**src/rtl/dcpu16_pkg.sv**
```systemverilog
// Shared definitions for the DCPU16 execute-stage ALU.
// Provides the opcode map and the handshake FSM state encoding.
package dcpu16_pkg;

  localparam logic [3:0] OP_JSR = 4'h0;
  localparam logic [3:0] OP_SET = 4'h1;
  localparam logic [3:0] OP_ADD = 4'h2;
  localparam logic [3:0] OP_SUB = 4'h3;
  localparam logic [3:0] OP_MUL = 4'h4;
  localparam logic [3:0] OP_DIV = 4'h5;
  localparam logic [3:0] OP_MOD = 4'h6;
  localparam logic [3:0] OP_SHL = 4'h7;
  localparam logic [3:0] OP_SHR = 4'h8;
  localparam logic [3:0] OP_AND = 4'h9;
  localparam logic [3:0] OP_BOR = 4'hA;
  localparam logic [3:0] OP_XOR = 4'hB;
  localparam logic [3:0] OP_IFE = 4'hC;
  localparam logic [3:0] OP_IFN = 4'hD;
  localparam logic [3:0] OP_IFG = 4'hE;
  localparam logic [3:0] OP_IFB = 4'hF;

  typedef enum logic [1:0] {
    ST_IDLE = 2'd0,
    ST_DIV  = 2'd1,
    ST_DONE = 2'd2
  } xalu_state_t;

endpackage

```
**src/rtl/dcpu16_div.sv**
```systemverilog
// Restoring shift-subtract divider, one quotient bit per enabled cycle.
// Ports:
//   clk, rst      clock, synchronous active-high reset
//   ena           global stall; all state holds when low
//   i_start       load operands; the first iteration happens on this edge
//   i_dvd         dividend (2W bits, consumed MSB first)
//   i_dvs         divisor (W bits, nonzero)
//   i_cnt         number of iterations to run
//   o_done        one-cycle pulse: quotient/remainder are final
//   o_quo, o_rem  quotient (2W bits) and remainder (W bits)
module dcpu16_div #(
  parameter int unsigned W = 16,
  parameter int unsigned N = 6
) (
  input  logic           clk,
  input  logic           rst,
  input  logic           ena,
  input  logic           i_start,
  input  logic [2*W-1:0] i_dvd,
  input  logic [W-1:0]   i_dvs,
  input  logic [N-1:0]   i_cnt,
  output logic           o_done,
  output logic [2*W-1:0] o_quo,
  output logic [W-1:0]   o_rem
);

  localparam int unsigned W2 = 2 * W;

  logic [W2-1:0] r_dvd;
  logic [W-1:0]  r_dvs;
  logic [W-1:0]  r_rem;
  logic [W2-1:0] r_quo;
  logic [N-1:0]  r_cnt;
  logic          r_busy;
  logic          r_done;

  logic [W2-1:0] w_dvd_src;
  logic [W-1:0]  w_dvs_src;
  logic [W-1:0]  w_rem_src;
  logic [W2-1:0] w_quo_src;
  logic [W:0]    w_r2;
  logic          w_ge;

  // On start the step works directly on the incoming operands, saving a cycle.
  assign w_dvd_src = i_start ? i_dvd : r_dvd;
  assign w_dvs_src = i_start ? i_dvs : r_dvs;
  assign w_rem_src = i_start ? '0    : r_rem;
  assign w_quo_src = i_start ? '0    : r_quo;

  // Partial remainder stays below the divisor, so W+1 bits suffice for the trial.
  assign w_r2 = {w_rem_src, w_dvd_src[W2-1]};
  assign w_ge = (w_r2 >= {1'b0, w_dvs_src});

  always_ff @(posedge clk) begin
    if (rst) begin
      r_dvd  <= '0;
      r_dvs  <= '0;
      r_rem  <= '0;
      r_quo  <= '0;
      r_cnt  <= '0;
      r_busy <= 1'b0;
      r_done <= 1'b0;
    end else if (ena) begin
      r_done <= 1'b0;
      if (i_start || r_busy) begin
        r_dvd <= W2'({w_dvd_src, 1'b0});
        r_dvs <= w_dvs_src;
        r_rem <= w_ge ? W'(w_r2 - {1'b0, w_dvs_src}) : W'(w_r2);
        r_quo <= W2'({w_quo_src, w_ge});
      end
      if (i_start) begin
        r_cnt  <= i_cnt - N'(1);
        r_busy <= (i_cnt != N'(1));
        r_done <= (i_cnt == N'(1));
      end else if (r_busy) begin
        r_cnt <= r_cnt - N'(1);
        if (r_cnt == N'(1)) begin
          r_busy <= 1'b0;
          r_done <= 1'b1;
        end
      end
    end
  end

  assign o_done = r_done;
  assign o_quo  = r_quo;
  assign o_rem  = r_rem;

endmodule

```
**src/rtl/dcpu16_xalu.sv**
```systemverilog
// DCPU16 execute-stage ALU with valid/ready operand handshake and iterative DIV/MOD.
// Ports:
//   clk, rst           clock, synchronous active-high reset
//   ena                global stall
//   in_vld, in_rdy     operand handshake (accept = in_vld & in_rdy & ena)
//   opc, src, tgt      opcode and operands a/b
//   out_vld            one-cycle pulse when res/regO/CC update
//   res, regO, CC      result, overflow register, condition flag
module dcpu16_xalu
  import dcpu16_pkg::*;
#(
  parameter int unsigned W   = 16,
  parameter int unsigned SHW = 5
) (
  input  logic         clk,
  input  logic         rst,
  input  logic         ena,
  input  logic         in_vld,
  output logic         in_rdy,
  input  logic [3:0]   opc,
  input  logic [W-1:0] src,
  input  logic [W-1:0] tgt,
  output logic         out_vld,
  output logic [W-1:0] res,
  output logic [W-1:0] regO,
  output logic         CC
);

  localparam int unsigned W2 = 2 * W;
  localparam int unsigned CW = $clog2(W2) + 1;

  xalu_state_t r_state;
  logic         r_in_rdy;
  logic         r_out_vld;
  logic [W-1:0] r_res;
  logic [W-1:0] r_o;
  logic         r_cc;
  logic         r_is_mod;

  logic [W:0]     w_sum;
  logic [W:0]     w_dif;
  logic [W2-1:0]  w_prod;
  logic           w_sh_ovr;
  logic [SHW-1:0] w_sh_amt;
  logic [W2-1:0]  w_shl;
  logic [W2-1:0]  w_shr;
  logic [W-1:0]   w_res;
  logic [W-1:0]   w_o;
  logic           w_cc;
  logic           w_div_go;
  logic           w_div_start;
  logic [CW-1:0]  w_div_cnt;
  logic           w_div_done;
  logic [W2-1:0]  w_quo;
  logic [W-1:0]   w_rem;

  // Single-cycle arithmetic terms.
  assign w_sum    = {1'b0, src} + {1'b0, tgt};
  assign w_dif    = {1'b0, src} - {1'b0, tgt};
  assign w_prod   = W2'(src) * W2'(tgt);
  assign w_sh_ovr = (tgt >= W'(W2));
  assign w_sh_amt = tgt[SHW-1:0];
  assign w_shl    = w_sh_ovr ? '0 : (W2'(src) << w_sh_amt);
  assign w_shr    = w_sh_ovr ? '0 : ({src, {W{1'b0}}} >> w_sh_amt);

  // Next res/O/CC for every op that completes on the accept edge.
  always_comb begin
    w_res = r_res;
    w_o   = r_o;
    w_cc  = 1'b1;
    case (opc)
      OP_JSR: w_res = src;
      OP_SET: w_res = tgt;
      OP_ADD: begin w_res = w_sum[W-1:0]; w_o = W'(w_sum[W]); end
      OP_SUB: begin w_res = w_dif[W-1:0]; w_o = {W{w_dif[W]}}; end
      OP_MUL: {w_o, w_res} = w_prod;
      OP_DIV: begin w_res = '0; w_o = '0; end  // reached only for tgt == 0
      OP_MOD: w_res = '0;                      // reached only for tgt == 0
      OP_SHL: {w_o, w_res} = w_shl;
      OP_SHR: {w_res, w_o} = w_shr;
      OP_AND: w_res = src & tgt;
      OP_BOR: w_res = src | tgt;
      OP_XOR: w_res = src ^ tgt;
      OP_IFE: w_cc = (src == tgt);
      OP_IFN: w_cc = (src != tgt);
      OP_IFG: w_cc = (src > tgt);
      OP_IFB: w_cc = |(src & tgt);
      default: w_cc = 1'b1;
    endcase
  end

  assign w_div_go    = ((opc == OP_DIV) || (opc == OP_MOD)) && (tgt != '0);
  assign w_div_start = ena && in_vld && (r_state == ST_IDLE) && w_div_go;
  assign w_div_cnt   = (opc == OP_MOD) ? CW'(W) : CW'(W2);

  dcpu16_div #(
    .W (W),
    .N (CW)
  ) u_div (
    .clk     (clk),
    .rst     (rst),
    .ena     (ena),
    .i_start (w_div_start),
    .i_dvd   ({src, {W{1'b0}}}),
    .i_dvs   (tgt),
    .i_cnt   (w_div_cnt),
    .o_done  (w_div_done),
    .o_quo   (w_quo),
    .o_rem   (w_rem)
  );

  // Handshake FSM and output registers.
  always_ff @(posedge clk) begin
    if (rst) begin
      r_state   <= ST_IDLE;
      r_in_rdy  <= 1'b1;
      r_out_vld <= 1'b0;
      r_res     <= '0;
      r_o       <= '0;
      r_cc      <= 1'b0;
      r_is_mod  <= 1'b0;
    end else if (ena) begin
      r_out_vld <= 1'b0;
      case (r_state)
        ST_IDLE: begin
          if (in_vld) begin
            if (w_div_go) begin
              r_state  <= ST_DIV;
              r_in_rdy <= 1'b0;
              r_is_mod <= (opc == OP_MOD);
            end else begin
              r_res     <= w_res;
              r_o       <= w_o;
              r_cc      <= w_cc;
              r_out_vld <= 1'b1;
            end
          end
        end
        ST_DIV: begin
          if (w_div_done) begin
            r_res     <= r_is_mod ? w_rem : w_quo[W2-1:W];
            r_o       <= r_is_mod ? r_o   : w_quo[W-1:0];
            r_cc      <= 1'b1;
            r_out_vld <= 1'b1;
            r_state   <= ST_DONE;
          end
        end
        ST_DONE: begin
          r_state  <= ST_IDLE;
          r_in_rdy <= 1'b1;
        end
        default: begin
          r_state  <= ST_IDLE;
          r_in_rdy <= 1'b1;
        end
      endcase
    end
  end

  assign in_rdy  = r_in_rdy;
  assign out_vld = r_out_vld;
  assign res     = r_res;
  assign regO    = r_o;
  assign CC      = r_cc;

endmodule
```
**config.mk**
```make
export PLATFORM = sky130hd
export DESIGN_NAME = dcpu16_xalu
export DESIGN_NICKNAME = d
export VERILOG_FILES = /design/src/rtl/dcpu16_pkg.sv /design/src/rtl/dcpu16_div.sv /design/src/rtl/dcpu16_xalu.sv
export SDC_FILE = /design/constraint.sdc
export NUM_CORES = 1
export LEC_CHECK = 0
export ABC_CLOCK_PERIOD_IN_PS = 11000
export BUFFER_PORTS_ARGS = -buffer_cell sky130_fd_sc_hd__buf_2
export CAP_MARGIN = 20
export CORE_MARGIN = 1
export CORE_UTILIZATION = 38
export DETAILED_ROUTE_END_ITERATION = 10
export SETUP_SLACK_MARGIN = 0.4
export SYNTH_ARGS = -nofsm -noshare
export SYNTH_HDL_FRONTEND = slang
export SYNTH_SLANG_ARGS = --single-unit
```
**constraint.sdc**
```tcl
create_clock -name clk -period 11 [get_ports clk]
set_input_delay 1.65 -clock clk [delete_from_list [all_inputs] [get_ports clk]]
set_output_delay 1.65 -clock clk [all_outputs]
set_load 0.005 [all_outputs]
```
-- Yosys cells after proc, flatten, opt, wreduce, memory -nomap -nowiden
Index checks and enable logic that the tools add are counted.
- bits of input ports: 40
- bits in registers: 141
- output and inout bits: 35
- word-level logic and storage cells: 122
- muxes and demuxes: 44
- multipliers: 1
- shift-type cells: 2
- $lt $le $gt $ge: 3
- reductions and logical operators: 21
- bitwise gates (word level): 4
- equal/unequal tests: 28
- add/subtract/negate cells: 5
- operators with widths (cell ; count):
    $mux W16 ; 11
    $pmux W16 S11 ; 1
    $mux W32 ; 3
    $pmux W16 S6 ; 1
    $pmux W16 S2 ; 2
    $eq A4 B4 Y1 const B ; 8
    $mul A16 B16 Y32 ; 1
    $shl A16 B5 Y32 ; 1
    $shr A32 B5 Y32 ; 1
    $mux W31 ; 1
    $mux W6 ; 3
    $add A16 B16 Y17 ; 1
    $ge A17 B16 Y1 ; 1
    $sub A16 B16 Y17 ; 1
    $and A16 B16 Y16 ; 1
    $eq A16 B16 Y1 ; 1
    $eq A4 B3 Y1 const B ; 4
    $ge A16 B6 Y1 const B ; 1
    $gt A16 B16 Y1 ; 1
    $ne A16 B16 Y1 ; 1
    $or A16 B16 Y16 ; 1
    $reduce_bool A16 Y1 ; 1
    $reduce_or A16 Y1 ; 1
    $sub A16 B16 Y16 ; 1
    other kinds (28) ; 59

-- Longest topological paths before layout
Gate-level depths: netlist (run 1).
- depth after elaboration: 7
- mapped depth: 27
- gate-level depth less buffers: 23

-- Cells and area by module
Synthesis (run 1) repeated with hierarchy kept, for this count alone.
- cell total of the unflattened synthesis: 2630
- area, all modules: 20882.5 sq um
- modules (own cells, without submodules) (module ; area each (sq um) ; cells an instance ; instances ; seq. area each (sq um)):
    dcpu16_xalu ; 15459.8 ; 2008 ; 1 ; 760.7
    dcpu16_div ; 5422.7 ; 622 ; 1 ; 2062.0

-- Worst setup path before layout (run 1)
No wires, ideal clock.
- path kind: input port to flip-flop
- from: input port tgt[3]
- to: register r_o[4] (netlist: regO[4])
- arrival: 7.950 ns
- setup slack: 2.964 ns
- path buffers: 5
- setup time: 0.086 ns
- required time: 10.914 ns
- stages: 24
- cells stage by stage: clkbuf_1 -> buf_1 -> buf_4 -> clkbuf_1 -> clkbuf_1 -> nand2_1 -> fa_1 -> fa_1 -> fa_1 -> fa_1 -> inv_1 -> fa_1 -> inv_1 -> fa_1 -> inv_1 -> ha_1 -> and2_1 -> a31o_2 -> a311oi_1 -> o311ai_0 -> a21oi_1 -> xnor2_1 -> nand2_1 -> a211oi_1
- word-level cells in the longest chain between the ends: 6
- elaborated cells between the ends (all ways): 15
- classes of those cells: 1 x add/sub; 1 x mul; 1 x order compare; 1 x eq/ne; 2 x shift; 6 x mux; 3 x reduce/logical
- ends and longest elaborated chain (what ; RTL line ; text):
    start, declared ; dcpu16_xalu.sv:22 ; input logic [W-1:0] tgt,
    branches (longest 6 deep; another with $mul A16 B16 Y32) ; - ;
    end signal, assigned ; dcpu16_xalu.sv:133 ; r_o <= w_o;
    end signal, assigned ; dcpu16_xalu.sv:142 ; r_o <= r_is_mod ? r_o : w_quo[W-1:0];
    end, declared ; dcpu16_xalu.sv:36 ; logic [W-1:0] r_o;
Several ways; the timed one is not identified. The select of a mux whose other input is x is not followed.
A chain may end at the register's enable or synchronous reset.

-- Worst setup path in the final report (run 1)
- from: input port src[4]
- to: register r_o[4] (netlist: regO[4])
- word-level cells in the longest chain between the ends: 6
- elaborated cells between the ends (all ways): 10
- classes of those cells: 1 x add/sub; 1 x mul; 2 x shift; 6 x mux
- ends and longest elaborated chain (what ; RTL line ; text):
    start, declared ; dcpu16_xalu.sv:21 ; input logic [W-1:0] src,
    branches (longest 2 deep; another with $mul A16 B16 Y32) ; - ;
    $pmux W16 S6 (*) ; dcpu16_xalu.sv:71 ; case (opc)
    $mux W16 (*) ; dcpu16_xalu.sv:127 ; if (w_div_go) begin
    $mux W16 (*) ; dcpu16_xalu.sv:126 ; if (in_vld) begin
    $pmux W16 S2 (*) ; dcpu16_xalu.sv:124 ; case (r_state)
Mark *: on every way between the ends. The select of a mux whose other input is x is not followed.

==> metrics.md, run 1 <==
| Metric | Value |
|---|---|
| Final core occ | `41.2%` |
| Maximum number of pins on one net before global-route repair | `74` |
| Critical Path Start | `src[4]` |
| RSZ-0062 raised after global routing | `no` |
| Top-count cell post-synth | `nand2_1` |
| Worst-case reg-to-reg path depth | `15` |
| Layout area overhead | `6.35%` |
| Routed via count | `20100` |
| Vias in the first global route | `19700` |
| Worst-case clock buffer depth | `2` |
| Syn Inst Count | `2596` |
| First-pass GRT wire length | `129 mm` |
| Top_reg_cell synth | `dfxtp_1` |
| Clock Skew | `0.0162 ns` |
| Relative slew slack | `26.5%` |
| # rows | `83` |
| Nets | `2953` |
| Cell Area, Synth | `20100 µm²` |
| Wirelength, routed | `86.9 mm` |
| Top cells by area, synth | `fa_1 (20%), dfxtp_1 (12%), ha_1 (11%)` |
| Post-synth EDFFs | `0` |
| Power per cell area | `251 nW/µm²` |
| Sequential area share after synthesis | `12.5%` |
| Arr. time, crit path | `8.57 ns` |
| Multi-input gate area | `15700 µm²` |
| Yosys cell types | `96` |
| DRT Pass-1 Iters | `6` |
| Cts hold-fix bufs | `0` |
| Share of flip-flops with an asynchronous set or reset | `0%` |
| Post-CTS setup buffers | `0` |
| Initial Utilization | `38.8%` |
| Cts repair resizes | `0` |
| CTS Buf Count | `17` |
| ANT nets after route | `0` |
| Buffers on Ports | `74` |
| M3 GR Usage | `7.29%` |
| Grt met2 use | `49.7%` |
| I/O pin total | `75` |
| Critical path class | `in2reg` |
| RD Place Congestion | `1.08` |
| Crit end category | `register` |
| Drt initial violations | `2433` |
| Setup violators final | `0` |
| Synth Register Bits | `125` |
| Htree depth | `4` |
| Worst hold path startpoint | `res[4]` |
| CP Data Required Time | `11.35 ns` |
| Busiest grt layer | `met2` |
| Grt total ovfl | `0` |
| Core footprint | `51800 µm²` |
| Sink Count | `125` |
| Post-synthesis net count | `3004` |
| Routing usage on met1 | `41.9%` |
| Min-Delay Path Depth | `2` |
| TritonCTS clock tree | `yes` |
| Clk Latency, worst-skew pair | `0.44 ns` |
| Tightest Pin Transition | `1.09 ns` |
| Register area | `2500 µm²` |
| DP Wirelength | `66.3 mm` |
| Total track usage | `32.3%` |
| R2r setup slk | `6.13 ns` |
| Die X | `232 µm` |
| Yosys warnings | `0` |
| Vias per cell | `6.20` |
| Max Freq | `122 MHz` |
| Maximum VDD drop | `0.310 mV` |
| Die ar. | `53800 µm²` |
| Final Hold Violating Endpoints | `0` |
| CP startpoint kind | `input pin` |
| CP max FO | `20` |
| Chip Height | `232 µm` |
| Cell area after layout | `21400 µm²` |
| Worst setup slack after layout | `2.78 ns` |
| Status | `finished, final reports clean` |
| Period utilization | `74.7%` |
| Worst R2R Start | `r_state[0]` |
| Setup TNS | `0 ns` |
| Most frequent cells after synthesis | `nand2_1 (371), nor2_1 (286), inv_1 (285), fa_1 (197), a21oi_1 (183)` |
| MaxCap Viol Count | `0` |
| Max Slew Vio Count | `0` |
| # fillers | `5356` |
| Hold Path Class | `reg2reg` |
| WHS Endpoint | `res[4]` |
| Syn_area_per_cell | `7.74 µm²` |
| Leakage | `9.26 nW` |
| Clock slew at reported path FFs | `0.06 ns` |
| Post-synth top area share | `19.6%` |
| RR Endpoint | `u_div.o_rem[2]` |
| Place WS | `2.42 ns` |
| Synth area leader | `fa_1` |
| Routed WL per cell | `26.8 µm` |
| Final min period | `8.22 ns` |
| Clk root buf | `clkbuf_16` |
| Layout cell share with drive strength beyond 1 | `8.68%` |
| # DRC | `0` |
| Dpl cell area | `20800 µm²` |
| Antenna violations before repair | `1` |
[state kept, by name, indices dropped and copies added, names as in the netlist]
name,count
res,16
in_rdy,1
r_is_mod,1
u_div.r_dvs,16
CC,1
u_div.o_rem,16
u_div.o_done,1
u_div.r_cnt,6
r_state,2
out_vld,1
u_div.r_busy,1
u_div.r_dvd,15
regO,16
u_div.o_quo,32
[cells in the final DEF, fill, tap and decap left out, drive strengths merged, types with 9 or more instances in the layout]
master | Yosys | final
buf | 69 | 107
o22ai | 13 | 13
o221ai | 9 | 9
and2 | 30 | 30
nor4 | 16 | 16
fa | 197 | 197
ha | 171 | 171
nand4 | 15 | 15
inv | 290 | 291
a21oi | 185 | 185
nor2 | 287 | 287
or3 | 17 | 17
a311oi | 24 | 24
a221oi | 21 | 21
nand3 | 36 | 36
nor2b | 21 | 21
a31oi | 23 | 23
xor2 | 15 | 15
dfxtp | 125 | 125
mux2i | 40 | 40
nor3 | 43 | 43
mux2 | 19 | 19
o21ai | 106 | 106
a211oi | 41 | 41
nand2b | 26 | 26
xnor2 | 30 | 30
o211ai | 34 | 34
clkbuf | 108 | 22
clkinv | 7 | 13
o21a | 9 | 9
nand2 | 373 | 373
mux4 | 22 | 22
and3 | 11 | 11
a22oi | 14 | 14
o31ai | 11 | 11
a21o | 26 | 26
[critical path: stages]
cell and delay, ns:
buf_2 0.50, clkinv_1 0.62, nor2_1 0.32, fa_1 0.22
inv_1 0.06, fa_1 0.44, fa_1 0.52, fa_1 0.55
inv_1 0.05, fa_1 0.48, inv_1 0.06, fa_1 0.47
inv_1 0.04, ha_1 0.33, and2_1 0.18, a31o_2 0.21
a311oi_1 0.67, o311ai_0 0.35, a21oi_1 0.32, xnor2_1 0.17
nand2_1 0.08, a211oi_1 0.24
[per-layer routing]
metal  vias up  share of wire (%)
li1       8742                  -
met1      9856                 41
met2      1214                 43
met3       271                9.8
met4         0                6.1
met5         -                  0
[logic make-up (layout without fill, tap and decap cells)]
kind of cell | count (synthesis) | in the layout | share of synthesized area (%)
DFF | 125 | 125 | 12.5
xor gates and xnor gates | 45 | 45 | 1.96
adders and majority gates | 368 | 368 | 30.3
buffers and inverters | 474 | 435 | 9.44
AOI/OAI and AO/OA | 608 | 608 | 20.5
and+or+nand+nor | 895 | 895 | 19.8
other | 0 | 1 | 0
muxes | 81 | 81 | 5.52
[worst max path at each step]
stage	to	slack [ns]	cells after the start
2_1_floorplan	regO[4]	2.96	24
3_3_place_gp	regO[0]	2.56	23
3_5_place_dp	regO[4]	2.42	24
4_1_cts	regO[4]	2.88	24
5_1_grt	regO[4]	2.50	24
6_report	regO[4]	2.78	22
[cell type report]
type / count / share of cell area (%)
Multi-Input combinational cell: 1997 / 73.5
Sequential cell: 125 / 11.7
Inverter: 297 / 5.22
Timing Repair Buffer: 107 / 2.90
Antenna cell: 1 / 0.0117
Clock inverter: 9 / 0.410
Tap cell: 680 / 3.98
Clock buffer: 22 / 2.22
[metrics by stage]
stage          hold WS, ns  total power, W  std cells
2_1_floorplan        0.434         0.00346       2596
3_3_place_gp         0.442         0.00464       3206
3_5_place_dp         0.448         0.00466       3206
4_1_cts              0.457         0.00524       3237
5_1_grt              0.484         0.00580       3237
6_report             0.452         0.00536       3238
[where the power goes]
part	switching [W]	internal (W)
registers	0.0000107	0.000465
clock network	0.000218	0.000328
logic	0.00276	0.00157
total	0.00299	0.00237
Note: power is estimated with default switching activity, not from simulation.
==> run 2, diff against run 1 <==
--- a/config.mk
+++ b/config.mk
@@ -5,7 +5,7 @@
 export SDC_FILE = /design/constraint.sdc
 export NUM_CORES = 1
 export LEC_CHECK = 0
-export ABC_CLOCK_PERIOD_IN_PS = 11000
+export ABC_CLOCK_PERIOD_IN_PS = 7800
 export BUFFER_PORTS_ARGS = -buffer_cell sky130_fd_sc_hd__buf_2
 export CAP_MARGIN = 20
 export CORE_MARGIN = 1
==> constraint.sdc (replaced) <==
create_clock -name clk -period 7.8 [get_ports clk]
set_input_delay 1.17 -clock clk [delete_from_list [all_inputs] [get_ports clk]]
set_output_delay 1.17 -clock clk [all_outputs]
set_load 0.005 [all_outputs]
==> run 2 against run 1 <==
  * Sequential share of layout area fell by 0.28 points
  * Sequential cell count unchanged
  * Clock power increased by 55%
  * Largest cell class unchanged
  * Design area increased by 2.5%
  * Combinational power is 47% higher
==> metrics.md, run 2 (same netlist as run 1, synthesis figures left out) <==
| Metric | Value |
|---|---|
| Vias in the first global route | `19500 (was 19700)` |
| # rows | `83 (unchanged)` |
| # DRC | `0 (unchanged)` |
| Final min period | `7.17 ns` |
| Setup TNS | `0 ns (unchanged)` |
| RR Endpoint | `u_div.o_rem[2] (unchanged)` |
| Max FFs per register | `32 (unchanged)` |
| Max Freq | `139 MHz` |
| Chip Height | `232 µm (unchanged)` |
| Layout area overhead | `8.96% (was 6.35%)` |
| Die X | `232 µm (unchanged)` |
| CTS Buf Count | `17 (unchanged)` |
| Core footprint | `51800 µm² (unchanged)` |
| Die ar. | `53800 µm² (unchanged)` |
| CP startpoint kind | `input pin (unchanged)` |
| Worst R2R Start | `r_state[0] (unchanged)` |
| Leakage | `9.53 nW (was 9.26 nW)` |
| Vias per cell | `6.20 (about the same)` |
| Clock slew at reported path FFs | `0.06 ns (about the same)` |
| Initial Utilization | `38.8% (unchanged)` |
| Worst setup slack after layout | `0.630 ns (was 2.78 ns)` |
| Clk root buf | `clkbuf_16 (unchanged)` |
| Worst-case reg-to-reg path depth | `15 (unchanged)` |
| I/O pin total | `75 (unchanged)` |
| Status | `finished, final reports clean (unchanged)` |
| Buffers on Ports | `74 (unchanged)` |
| CP Data Required Time | `8.12 ns (was 11.35 ns)` |
| Max Slew Vio Count | `0 (unchanged)` |
| Most frequent cells in the layout | `nand2_1 (371), nor2_1 (285), inv_1 (280) (was nand2_1 (370), inv_1 (285), nor2_1 (285))` |
| Sink Count | `125 (unchanged)` |
| Hold Path Class | `reg2reg (unchanged)` |
| R2r setup slk | `3.26 ns (was 6.13 ns)` |
| RSZ-0062 raised after global routing | `no (unchanged)` |
| Clock Skew | `0.0125 ns (was 0.0162 ns)` |
| Routed WL per cell | `26.3 µm (was 26.8 µm)` |
| MaxCap Viol Count | `0 (unchanged)` |
| First-pass GRT wire length | `129 mm (about the same)` |
| Total track usage | `32.3% (about the same)` |
| Antenna violations before repair | `8 (was 1)` |
| Clk Latency, worst-skew pair | `0.44 ns (about the same)` |
| CP max FO | `16 (was 20)` |
| DRT Pass-1 Iters | `5 (was 6)` |
| Setup violators final | `0 (unchanged)` |
| Nets | `3012 (was 2953)` |
| Period utilization | `91.9%` |
| Arr. time, crit path | `7.49 ns (was 8.57 ns)` |
| Drt initial violations | `2465 (was 2433)` |
| Critical path class | `in2reg (unchanged)` |
| DP Wirelength | `67.0 mm (was 66.3 mm)` |
| Relative slew slack | `20.5% (was 26.5%)` |
| Crit end category | `register (unchanged)` |
| Power per cell area | `360 nW/µm² (was 251 nW/µm²)` |
| Final Hold Violating Endpoints | `0 (unchanged)` |
| Cts hold-fix bufs | `0 (unchanged)` |
| ANT nets after route | `0 (unchanged)` |
| Maximum VDD drop | `0.379 mV (was 0.310 mV)` |
| TritonCTS clock tree | `yes (unchanged)` |
| Wirelength, routed | `86.8 mm (was 86.9 mm)` |
| Tightest Pin Transition | `1.18 ns (was 1.09 ns)` |
| Commonest non-fill, non-tap cell in the layout | `nand2_1 (unchanged)` |
| Htree depth | `4 (unchanged)` |
| Routed via count | `20400 (was 20100)` |
| Place WS | `0.152 ns (was 2.42 ns)` |
| RD Place Congestion | `1.10 (was 1.08)` |
| Worst-case clock buffer depth | `2 (unchanged)` |
| Critical Path Start | `tgt[7] (was src[4])` |
| Maximum number of pins on one net before global-route repair | `79 (was 74)` |
| Grt total ovfl | `0 (unchanged)` |
| Layout cell share with drive strength beyond 1 | `11.1% (was 8.68%)` |
| Power Total | `0.00787 W (was 0.00536 W)` |
| Critical path endpoint | `regO[6] (was regO[4])` |
run 2: changes by cell type in the layout (fill, tap and decap cells not counted), sizes merged:
cell / change
bufinv: +2
buf: +57
clkinvlp: +9
clkinv: -4
inv: -2
clkbuf: -2
diode: +1
run 2: area by class of cell:
type	instances	area, µm²
antenna	2	5.00
clock buffer	18	429
clock inverter	14	185
fill	5323	29900
inverter	297	1140
multi-input combinational	1997	15700
sequential	125	2500
tap	680	851
timing repair buffer	166	1070
run 2: timing repair:
action / 4_1_cts / 5_1_grt
buffers inserted: 0 / 5
setup endpoints to repair: 0 / 3
resized for setup: 0 / 9
run 2: per-layer routing:
layer  GRT usage (%)  part of all wire [%]  up-vias
met1            43.0                    41    10000
met5               0                 0.082        -
li1                -                     -     8871
met4            15.2                   5.1       12
met2            49.4                    43     1269
met3            7.21                    11      245
run 2: worst max-delay path: stages:
cell      delay, ns
buf_2          0.43
ha_1           0.44
inv_1          0.12
fa_1           0.58
fa_1           0.45
fa_1           0.43
inv_1          0.09
fa_1           0.46
fa_1           0.56
inv_1          0.08
fa_1           0.57
inv_1          0.06
ha_1           0.39
a21o_1         0.21
a21o_1         0.16
a21oi_1        0.21
o2111a_1       0.31
nand2b_1       0.22
nor3_1         0.07
o21ai_0        0.32
a31oi_1        0.13
run 2: worst min path at each step:
stage          cells past startpoint  slack, ns               to             from
2_1_floorplan                      2       0.43  u_div.o_quo[31]  u_div.o_quo[31]
3_3_place_gp                       2       0.44  u_div.o_quo[31]  u_div.o_quo[31]
3_5_place_dp                       2       0.45  u_div.o_quo[31]  u_div.o_quo[31]
4_1_cts                            2       0.46  u_div.o_quo[31]  u_div.o_quo[31]
5_1_grt                            2       0.49          out_vld          out_vld
6_report                           2       0.46           res[1]           res[1]
run 2: report_power, final:
group          switching [W]  total (W)  internal (W)  leakage, nW
Combinational        0.00406    0.00636       0.00230         8.23
Sequential         0.0000153   0.000671      0.000656         1.01
Clock               0.000335   0.000844      0.000509        0.290
Total                0.00441    0.00787       0.00347         9.53
run 2: metrics by stage:
step                utilization [%]  hold slack, ns  instance area (µm²)  instances
floorplan                         -           0.434                20100       2596
finish                         42.2           0.459                21900       3299
global route                   42.2           0.494                21900       3298
global placement               40.9           0.443                21200       3260
detailed placement             40.9           0.450                21200       3260
CTS                            42.1           0.459                21800       3292
